## src/rtl/prog_loader.sv

```systemverilog
// Boot loader: parses A5/LEN/words/CSUM frames into I-ROM writes.
// Ports: i_byte/i_valid/o_ready stream in; o_we/o_waddr/o_wdata out; o_cpu_run/o_err status.
module prog_loader #(
  parameter logic [31:0] BASE      = 32'd0,
  parameter logic [15:0] MAX_WORDS = 16'd256
) (
  input  logic        i_clk,
  input  logic        i_rst,
  input  logic [7:0]  i_byte,
  input  logic        i_valid,
  output logic        o_ready,
  output logic        o_we,
  output logic [31:0] o_waddr,
  output logic [15:0] o_wdata,
  output logic        o_cpu_run,
  output logic        o_err
);

  typedef enum logic [2:0] {
    S_IDLE,
    S_LEN_LO,
    S_LEN_HI,
    S_DATA_LO,
    S_DATA_HI,
    S_CSUM,
    S_DONE,
    S_ERR
  } state_t;

  localparam logic [7:0] MAGIC = 8'hA5;

  state_t      state_q;
  logic        rdy_q;
  logic [7:0]  len_lo_q;
  logic [15:0] len_q;
  logic [15:0] cnt_q;
  logic [31:0] addr_q;
  logic [7:0]  lo_q;
  logic [7:0]  csum_q;
  logic        we_q;
  logic [31:0] waddr_q;
  logic [15:0] wdata_q;
  logic        run_q;
  logic        err_q;

  logic        xfer;
  logic [15:0] len_d;
  logic [15:0] cnt_d;
  logic [7:0]  csum_d;

  assign xfer   = i_valid && rdy_q;
  assign len_d  = {i_byte, len_lo_q};
  assign cnt_d  = cnt_q + 16'd1;
  assign csum_d = csum_q ^ i_byte;

  always_ff @(posedge i_clk or negedge i_rst) begin
    if (!i_rst) begin
      state_q  <= S_IDLE;
      rdy_q    <= 1'b0;
      len_lo_q <= '0;
      len_q    <= '0;
      cnt_q    <= '0;
      addr_q   <= '0;
      lo_q     <= '0;
      csum_q   <= '0;
      we_q     <= 1'b0;
      waddr_q  <= '0;
      wdata_q  <= '0;
      run_q    <= 1'b0;
      err_q    <= 1'b0;
    end else begin
      rdy_q <= 1'b1;
      // write strobe is a single-cycle pulse
      we_q  <= 1'b0;
      if (xfer) begin
        unique case (state_q)
          S_IDLE, S_DONE, S_ERR: begin
            if (i_byte == MAGIC) begin
              state_q <= S_LEN_LO;
              csum_q  <= '0;
              run_q   <= 1'b0;
              err_q   <= 1'b0;
            end
          end
          S_LEN_LO: begin
            len_lo_q <= i_byte;
            csum_q   <= csum_d;
            state_q  <= S_LEN_HI;
          end
          S_LEN_HI: begin
            len_q  <= len_d;
            csum_q <= csum_d;
            cnt_q  <= '0;
            addr_q <= BASE;
            if (len_d > MAX_WORDS) begin
              // oversize frame: rejected, processor stays held
              state_q <= S_ERR;
              err_q   <= 1'b1;
            end else if (len_d == 16'd0) begin
              state_q <= S_CSUM;
            end else begin
              state_q <= S_DATA_LO;
            end
          end
          S_DATA_LO: begin
            lo_q    <= i_byte;
            csum_q  <= csum_d;
            state_q <= S_DATA_HI;
          end
          S_DATA_HI: begin
            we_q    <= 1'b1;
            waddr_q <= addr_q;
            wdata_q <= {i_byte, lo_q};
            addr_q  <= addr_q + 32'd2;
            cnt_q   <= cnt_d;
            csum_q  <= csum_d;
            state_q <= (cnt_d == len_q) ? S_CSUM : S_DATA_LO;
          end
          S_CSUM: begin
            if (i_byte == csum_q) begin
              state_q <= S_DONE;
              run_q   <= 1'b1;
            end else begin
              state_q <= S_ERR;
              err_q   <= 1'b1;
            end
          end
          default: state_q <= S_IDLE;
        endcase
      end
    end
  end

  assign o_ready   = rdy_q;
  assign o_we      = we_q;
  assign o_waddr   = waddr_q;
  assign o_wdata   = wdata_q;
  assign o_cpu_run = run_q;
  assign o_err     = err_q;

endmodule

```

## config.mk

```make
export PLATFORM = sky130hd
export DESIGN_NAME = prog_loader
export DESIGN_NICKNAME = d
export VERILOG_FILES = /design/src/rtl/prog_loader.sv
export SDC_FILE = /design/constraint.sdc
export NUM_CORES = 1
export LEC_CHECK = 0
export ABC_AREA = 1
export BUFFER_PORTS_ARGS = -buffer_cell sky130_fd_sc_hd__buf_2
export CAP_MARGIN = 0
export CORE_ASPECT_RATIO = 0.9
export CORE_MARGIN = 2
export CORE_UTILIZATION = 40
export DETAILED_ROUTE_END_ITERATION = 7
export SYNTH_ARGS = -nofsm -noshare
export SYNTH_HDL_FRONTEND = slang
export SYNTH_SLANG_ARGS = --single-unit
```

## constraint.sdc

```tcl
create_clock -name i_clk -period 1.9 [get_ports i_clk]
set_input_delay 0.38 -clock i_clk [delete_from_list [all_inputs] [get_ports i_clk]]
set_output_delay 0.38 -clock i_clk [all_outputs]
set_load 0.1 [all_outputs]
```

# Yosys cells after proc, flatten, opt, wreduce, memory -nomap -nowiden
# Cells that the tools add are included.
[op_classes] n_mux=18 n_addsub=2 reduce_logical=18 bitwise_logic=1 magnitude_cmp=1 eq_ne=14
[op_table] op="$pmux 32 s2" n=1
[op_table] op="$add 32x2->32 const B" n=1
[op_table] op="$pmux 16 s2" n=1
[op_table] op="$pmux 3 s6" n=1
[op_table] op="$add 16x1->16 const B" n=1
[op_table] op="$eq 16x16->1" n=1
[op_table] op="$gt 16x9->1 const B" n=1
[op_table] op="$logic_not 16->1" n=1
[op_table] op="$pmux 8 s2" n=1
[op_table] op="$eq 3x3->1 const B" n=4
[op_table] op="$mux 3" n=4
[op_table] op="$reduce_and 2->1" n=6
[op_table] op="$eq 8x8->1" n=1
[op_table] op="$eq 8x8->1 const B" n=1
[op_table] op="$mux 8" n=1
[op_table] op="$ne 2x2->1 const B" n=4
[op_table] op="$xor 8x8->8" n=1
[op_table] op="$mux 1" n=7
[op_table] op="$eq 3x2->1 const B" n=2
[op_table] op="$reduce_bool 2->1" n=3
[op_table] op="$reduce_and 5->1" n=1
[op_table] op="$reduce_and 4->1" n=1
[op_table] op="$reduce_or 4->1" n=1
[op_table] op="$eq 3x1->1 const B" n=1
[op_table] op="other kinds (7)" n=7
[word_totals] input_bits=11 wordCells=67 out_inout_bits=52 register_bits=143

# Longest topological paths before layout
# Gate-level depths: netlist of the first run.
[logic_depth] word_depth=4 depth_mapped=16 mapped_depth_nobuf=16

# Least setup slack after synthesis of the first run
# OpenSTA, ideal clock, no wires.
[synth_timing] kind="reg-to-reg" startpoint="reg rdy_q, in the netlist o_ready" endpoint="reg addr_q[20]" required_ns=1.821 path_buffers=1 period_less_slack_ns=2.230 path_stages_with_launch=7 t_arrival_ns=2.150 setup_ns=0.079 path_slack_ns=-0.330 path_cell_list="dfrtp_1 > nand2_1 > inv_1 > nand2_4 > buf_2 > nor4_2 > mux2i_1"
[synth_between] elab_chain_cells=2
[synth_rtl] item="start: declaration" line_no="33" rtl="logic rdy_q;"
[synth_rtl] item="start signal: assignment" line_no="59" rtl="rdy_q <= 1'b0;"
[synth_rtl] item="start signal: assignment" line_no="72" rtl="rdy_q <= 1'b1;"
[synth_rtl] item="$logic_and 1x1->1" line_no="51" rtl="assign xfer = i_valid && rdy_q;"
[synth_rtl] item="$reduce_and 2->1 (no line)"
[synth_rtl] item="end signal: assignment" line_no="114" rtl="addr_q <= addr_q + 32'd2;"
[synth_rtl] item="end: declaration" line_no="37" rtl="logic [31:0] addr_q;"
# Every way passes these cells.
# A chain may end at the register's enable or synchronous reset.

# Worst setup path in the final report of the first run
[layout_timing] startpoint="reg cnt_q[1]" endpoint="reg state_q[1]"
[layout_between] elab_chain_cells=4
[layout_rtl] item="start: declaration" line_no="36" rtl="logic [15:0] cnt_q;"
[layout_rtl] item="start signal: assignment" line_no="115" rtl="cnt_q <= cnt_d;"
[layout_rtl] item="$add 16x1->16" line_no="53" rtl="assign cnt_d = cnt_q + 16'd1;"
[layout_rtl] item="$eq 16x16->1" line_no="117" rtl="state_q <= (cnt_d == len_q) ? S_CSUM : S_DATA_LO;"
[layout_rtl] item="$mux 3" line_no="117"
[layout_rtl] item="$pmux 3 s6" line_no="76" rtl="unique case (state_q)"
[layout_rtl] item="end signal: assignment" line_no="117"
[layout_rtl] item="end: declaration" line_no="32" rtl="state_t state_q;"
# Every way passes these cells.

==> results of run 1 <==
cells by family (layout without fill, tap and decap cells):
kind of cell               after synthesis  in the layout  share of synthesized area (%)
and+or+nand+nor                        439            439                           28.2
AOI/OAI and AO/OA                      137            137                           11.1
DFF                                    141            141                           51.3
muxes                                    2              2                          0.291
xor gates and xnor gates                13             13                           1.66
adders and majority gates                2              2                          0.364
buffers and inverters                  123            235                           7.02
other                                    2              2                          0.109
stage by stage:
| step | std cells | hold slack [ps] | util, % | worst slack, ps | area, µm² |
|---|---|---|---|---|---|
| after floorplan | 859 | 84.4 | - | 8.77 | 6880 |
| after global placement | 1136 | 336 | 45.4 | 52.2 | 7640 |
| after global routing | 1182 | 275 | 50.6 | -99.6 | 8520 |
| final | 1182 | 263 | 50.6 | 40.9 | 8520 |
| after CTS | 1168 | 249 | 48.8 | 20.4 | 8220 |
| after detailed placement | 1136 | 338 | 45.4 | -9.78 | 7640 |
report_power, final:
group	leakage [nW]	switching [W]	internal [W]	total, W
clock	0.272	0.00126	0.00195	0.00321
sequential	1.85	0.000745	0.00399	0.00474
combinational	2.04	0.00413	0.00139	0.00552
worst register-to-register path: stages, from the launching register on:
cell and delay (ps):
dfrtp_1 430, ha_4 190, nand2_4 60, nor2_4 210
nand3_1 130, nand3_1 110, nand2_1 50, nor2_1 110
nand3_2 80, nor2_2 100, nand3_1 90, nand2_1 60
nand2_1 40, nand2_1 50, nand2_1 40
synthesized netlist by cell type (all sizes together) (3+ instances only):
cell type / instances / area share, %
nand3: 54 / 4.0
nor2: 68 / 4.8
nand2: 272 / 15
o31ai: 13 / 1.4
dfrtp: 141 / 51
xor2: 10 / 1.3
nor4: 7 / 0.73
buf: 12 / 0.96
a21oi: 15 / 1.1
inv: 98 / 5.4
clkbuf: 13 / 0.71
nor3: 17 / 1.5
o22ai: 10 / 0.91
nand4: 19 / 1.7
xnor2: 3 / 0.38
o21ai: 89 / 6.5
metal layers:
| layer | wire (µm) | vias up | global-route usage (%) |
|---|---|---|---|
| met2 | 7520 | 146 | 28.3 |
| met3 | 807 | 27 | 4.35 |
| met4 | 249 | 0 | 5.94 |
| li1 | - | 3003 | - |
| met1 | 8650 | 2847 | 29.4 |
| met5 | 0 | - | 0 |
layout make-up:
class	instances	area share, %
Clock inverter	11	1.41
Tap cell	211	3.10
Multi-Input combinational cell	595	35.7
Inverter	98	4.32
Timing Repair Buffer	106	8.82
Clock buffer	20	5.24
Sequential cell	141	41.5
what timing repair did:
action / CTS / global route
hold buffers: 1 / 0
resized for setup: 1 / 48
pin swaps: 0 / 21
gates cloned: 0 / 1
hold endpoints to repair: 38 / 0
setup endpoints to repair: 1 / 24
buffers inserted: 0 / 13
worst max path at each step:
| stage | from | to | depth (start not counted) | slack, ps |
|---|---|---|---|---|
| 2_1_floorplan | o_ready$_DFF_PN0_ | addr_q[20]$_DFFE_PN0P_ | 6 | 9 |
| 3_3_place_gp | cnt_q[0]$_DFFE_PN0P_ | state_q[1]$_DFFE_PN0P_ | 14 | 50 |
| 3_5_place_dp | cnt_q[1]$_DFFE_PN0P_ | state_q[1]$_DFFE_PN0P_ | 14 | -10 |
| 4_1_cts | addr_q[1]$_DFFE_PN0P_ | addr_q[30]$_DFFE_PN0P_ | 9 | 20 |
| 5_1_grt | cnt_q[1]$_DFFE_PN0P_ | state_q[1]$_DFFE_PN0P_ | 17 | -100 |
| 6_report | cnt_q[1]$_DFFE_PN0P_ | state_q[1]$_DFFE_PN0P_ | 14 | 40 |
sequential cells by signal, indices dropped and copies added (netlist names):
| name | cells |
|---|---|
| addr_q | 31 |
| o_waddr | 31 |
| cnt_q | 16 |
| len_q | 16 |
| o_wdata | 16 |
| csum_q | 8 |
| len_lo_q | 8 |
| lo_q | 8 |
| state_q | 3 |
| o_cpu_run | 1 |
| o_err | 1 |
| o_ready | 1 |
| o_we | 1 |
==> flow_summary.toml, run 1 <==
[sta]
fmax_ghz = 0.538
skew_ps = 6.74
fin_setup_tns_ps = 0
final-max-slew-violation-count = 0
fin_crit_sh_pct = 97.8
max-slew-margin-rel_pct = 61.8
rsz0062_at_grt = "yes"
hold_viol = 0
max_slew.worst_pin.slew_ps = 570
fin_crit_ps = 1860
setup_violations = 0

[critical_path]
cp.required_ps = 2220
worst-r2r-setup-slack_ps = 40
rr_startpoint = "cnt_q[1]$_DFFE_PN0P_"
timing.rr.end = "state_q[1]$_DFFE_PN0P_"
start_kind = "register"
reg2reg_depth = 14
path_common_cell = "nand2_1"
worst_ep_arrival_time_ps = 2180
crit_fanout = 8
slowest_stage = "dfrtp_1"
crit_path_end_kind = "register"
critPathBufInv = 0
crit_family = "simple AND/OR/NAND/NOR gates"
crit_chain = "ha_4 > nand2_4 > nor2_4 > nand3_1 > nand3_1 > nand2_1 > nor2_1 > nand3_2 > nor2_2 > nand3_1 > nand2_1 > nand2_1 > nand2_1 > nand2_1"
critical_path_class = "register to register"
slowest_delay_ps = 430

[cells_and_area]
num_antenna_cells = 0
drive_above_1_share_pct = 20.4
fillCellCount = 1568
synthToLayoutAreaGrowth_pct = 24.0
nets = 972
multi_input_area_um2 = 3040
area.sequential_um2 = 3530
final_common_cell = "nand2_1"
final_cell_mix = "nand2_1, dfrtp_1, inv_1, o21ai_0, buf_2"

[placement]
numPortBuffers = 61
dp_hpwl_um = 11900
place.gp.congestion = 0.889

[global_route]
antenna_found_initial = 0
grt_pass1_vias = 5576
grt_overflow = 0
grt_pass1_wl_um = 28100
grt_usage_pct = 19.6
grt_max_degree = 51

[flow_run]
cap_violations = 0

[logic_synthesis]
ys.flop_type = "dfrtp_1"
netlist_instances = 859
syn-cell-area_um2 = 6880
ys_seq_area_share_pct = 51.3
synth_edf_count = 0
postSynth.asyncResetShare_pct = 100
ys_warn_count = 0
synth_cell_types = 41
ys_ff_latch = 141
synth_nets = 872
syn_avg_cell_area_um2 = 8.00

[drt]
drt_wl_total_um = 17200
avgViaCountPerCell = 5.10
wl_per_cell_um = 14.6
antenna_left = 0
firstDrtPassIters = 5
drtIter0Drc = 380
vias = 6023
drc = 0

[die]
die_x_um = 142
num_rows = 45
io_pins = 63
dieArea_um2 = 18300
core_um2 = 16800
start_util_pct = 40.8
die_height_um = 128

[power_and_ir_drop]
p_leak_nw = 4.16
ir_worst_vdd_mv = 1.66
power_w = 0.0135
p_per_area_nw_per_um2 = 1580

[clocking]
root_buffer = "clkbuf_16"
numClockSinks = 141
clk_pin_slew_worst_paths_ps = 60
htreeDepth = 4
cts_buffer_depth = 2
clkLatencyLatePin_ps = 420
cts_tree = "built"
cts_buffers = 17

[min_path]
hold_path_class = "input port to register"
worstHoldEndpoint = "len_q[13]$_DFFE_PN0P_"
min_from = "i_byte[5]"
hold_depth = 3

[run_status]
outcome = "finished clean"
Power figures use the tool's default switching activity.
==> run 2: changes to the inputs <==
CTS_BUF_LIST = sky130_fd_sc_hd__clkbuf_4   (was default)
clock period = 2 ns   (was 1.9 ns; I/O delays follow)
==> flow_summary.toml, run 2 (synthesized netlist as in run 1, its figures left out) <==
[die]
num_rows = 45
die_height_um = 128
core_um2 = 16800
dieArea_um2 = 18300
start_util_pct = 40.8
die_x_um = 142
io_pins = 63

[run_status]
outcome = "finished clean"

[power_and_ir_drop]
p_seq_share_pct = 38.8
p_per_area_nw_per_um2 = 1440
switching_share_pct = 48.4
p_sw_w = 0.00559
pwr-share-clk_pct = 18.3
power_w = 0.0116
internal_power_w = 0.00597
p_leak_nw = 3.90
ir_worst_vdd_mv = 1.34
pwr-share-comb_pct = 43.0

[drt]
drtIter0Drc = 376
antenna_left = 0
drc = 0
firstDrtPassIters = 5
vias = 5801
avgViaCountPerCell = 4.97
drt_wl_total_um = 16500
wl_per_cell_um = 14.1

[clocking]
root_buffer = "clkbuf_4"
clk_pin_slew_worst_paths_ps = 120
cts_buffer_depth = 2
clkLatencyLatePin_ps = 570
htreeDepth = 4
numClockSinks = 141
cts_tree = "built"
cts_buffers = 17

[placement]
dp_hpwl_um = 11800
dp_slack_ps = 67.8
place.gp.congestion = 0.890
numPortBuffers = 61

[sta]
final-max-slew-violation-count = 0
rsz0062_at_grt = "yes"
fmax_ghz = 0.536
setup_ws_ps = 135
skew_ps = 19.2
setup_violations = 0
max-slew-margin-rel_pct = 64.9
hold_viol = 0
fin_crit_sh_pct = 93.2
fin_crit_ps = 1860
max_slew.worst_pin.slew_ps = 526

[critical_path]
crit_family = "buffers and inverters"
critPathBufInv = 1
worst-r2r-setup-slack_ps = 160
crit_path_end_kind = "primary output"
slowest_delay_ps = 460
worst_ep_arrival_time_ps = 1460
start_kind = "register"
rr_startpoint = "cnt_q[1]$_DFFE_PN0P_"
cp.required_ps = 1600
critical_path_class = "register to primary output"
timing.rr.end = "state_q[1]$_DFFE_PN0P_"
crit_fanout = 2
slowest_stage = "buf_2"
crit_chain = "buf_2"
reg2reg_depth = 17

[flow_run]
cap_violations = 0

[cells_and_area]
synthToLayoutAreaGrowth_pct = 16.7
fillCellCount = 1672
drive_above_1_share_pct = 17.8
nets = 957
final_cell_mix = "nand2_1, dfrtp_1, inv_1, o21ai_0, buf_2"
area.sequential_um2 = 3530
multi_input_area_um2 = 2940
num_antenna_cells = 0
final_common_cell = "nand2_1"

[min_path]
hold_depth = 3
worstHoldEndpoint = "len_q[13]$_DFFE_PN0P_"
min_from = "i_byte[5]"
hold_path_class = "input port to register"

[global_route]
grt_max_degree = 50
grt_pass1_wl_um = 27700
antenna_found_initial = 0
grt_pass1_vias = 5402
grt_overflow = 0
grt_usage_pct = 19.3
==> run 2: cell types whose count changed in the layout (fill, tap and decap cells not counted), moves of 5 or more <==
cell       previous run  this run
nand2_1             260       265
buf_4                35        25
clkbuf_16            18         0
clkbuf_4              0        18
nor2_4               16         9
==> run 2: final cells by class <==
cell class | instances | area share [%]
Sequential cell | 141 | 44.0
Multi-Input combinational cell | 595 | 36.7
Timing Repair Buffer | 91 | 7.34
Inverter | 98 | 4.58
Tap cell | 211 | 3.29
Clock inverter | 14 | 2.42
Clock buffer | 18 | 1.68
==> run 2: layer usage <==
layer  track usage [%]  share of wire [%]  up-vias  routed length [µm]
met3              4.50                5.8       23                 954
li1                  -                  -     2983                   -
met5                 0                  0        -                   0
met2              27.7                 42      162                6850
met1              29.0                 51     2633                8430
met4              5.88                1.4        0                 238
==> run 2: worst max-delay path by stage <==
stage                                  from                endpoint  slack (ps)  depth (start not counted)
global route           cnt_q[1]$_DFFE_PN0P_  state_q[1]$_DFFE_PN0P_         -10                         17
floorplan                 o_ready$_DFF_PN0_  addr_q[20]$_DFFE_PN0P_         110                          6
CTS                    cnt_q[0]$_DFFE_PN0P_  state_q[1]$_DFFE_PN0P_          60                         14
detailed placement     cnt_q[0]$_DFFE_PN0P_  state_q[1]$_DFFE_PN0P_          70                         14
global placement       cnt_q[0]$_DFFE_PN0P_  state_q[1]$_DFFE_PN0P_         110                         14
finish              o_wdata[15]$_DFFE_PN0P_             o_wdata[15]         140                          1
==> run 2: per-stage QoR <==
stage / setup TNS [ps] / std cells / instance area (µm²) / util (%) / hold WS (ps)
3_3_place_gp: 0 / 1131 / 7570 / 45.0 / 376
4_1_cts: 0 / 1164 / 7910 / 47.0 / 82.1
3_5_place_dp: 0 / 1131 / 7570 / 45.0 / 377
6_report: 0 / 1168 / 8030 / 47.7 / 118
5_1_grt: -11.4 / 1168 / 8030 / 47.7 / 105
2_1_floorplan: 0 / 859 / 6880 / - / 104
==> run 2: worst min-delay path: cells and delay by family <==
family,cells,cell delay (ps)
simple gates,1,70
compound gates,1,60
buf+inv,1,110
==> run 2: timing repair <==
item	CTS	global route
gates resized for setup	0	21
endpoints found under the hold margin	46	0
buffers inserted	0	4
hold buffers	1	0
setup endpoints to repair	0	18
==> run 2: power by group through the flow <==
stage          logic, W  registers, W  clock network, W
6_report        0.00496       0.00448           0.00211
5_1_grt         0.00542       0.00461           0.00229
4_1_cts         0.00490       0.00447           0.00217
3_5_place_dp    0.00489       0.00451                 0
3_3_place_gp    0.00485       0.00452                 0
2_1_floorplan   0.00198       0.00632                 0
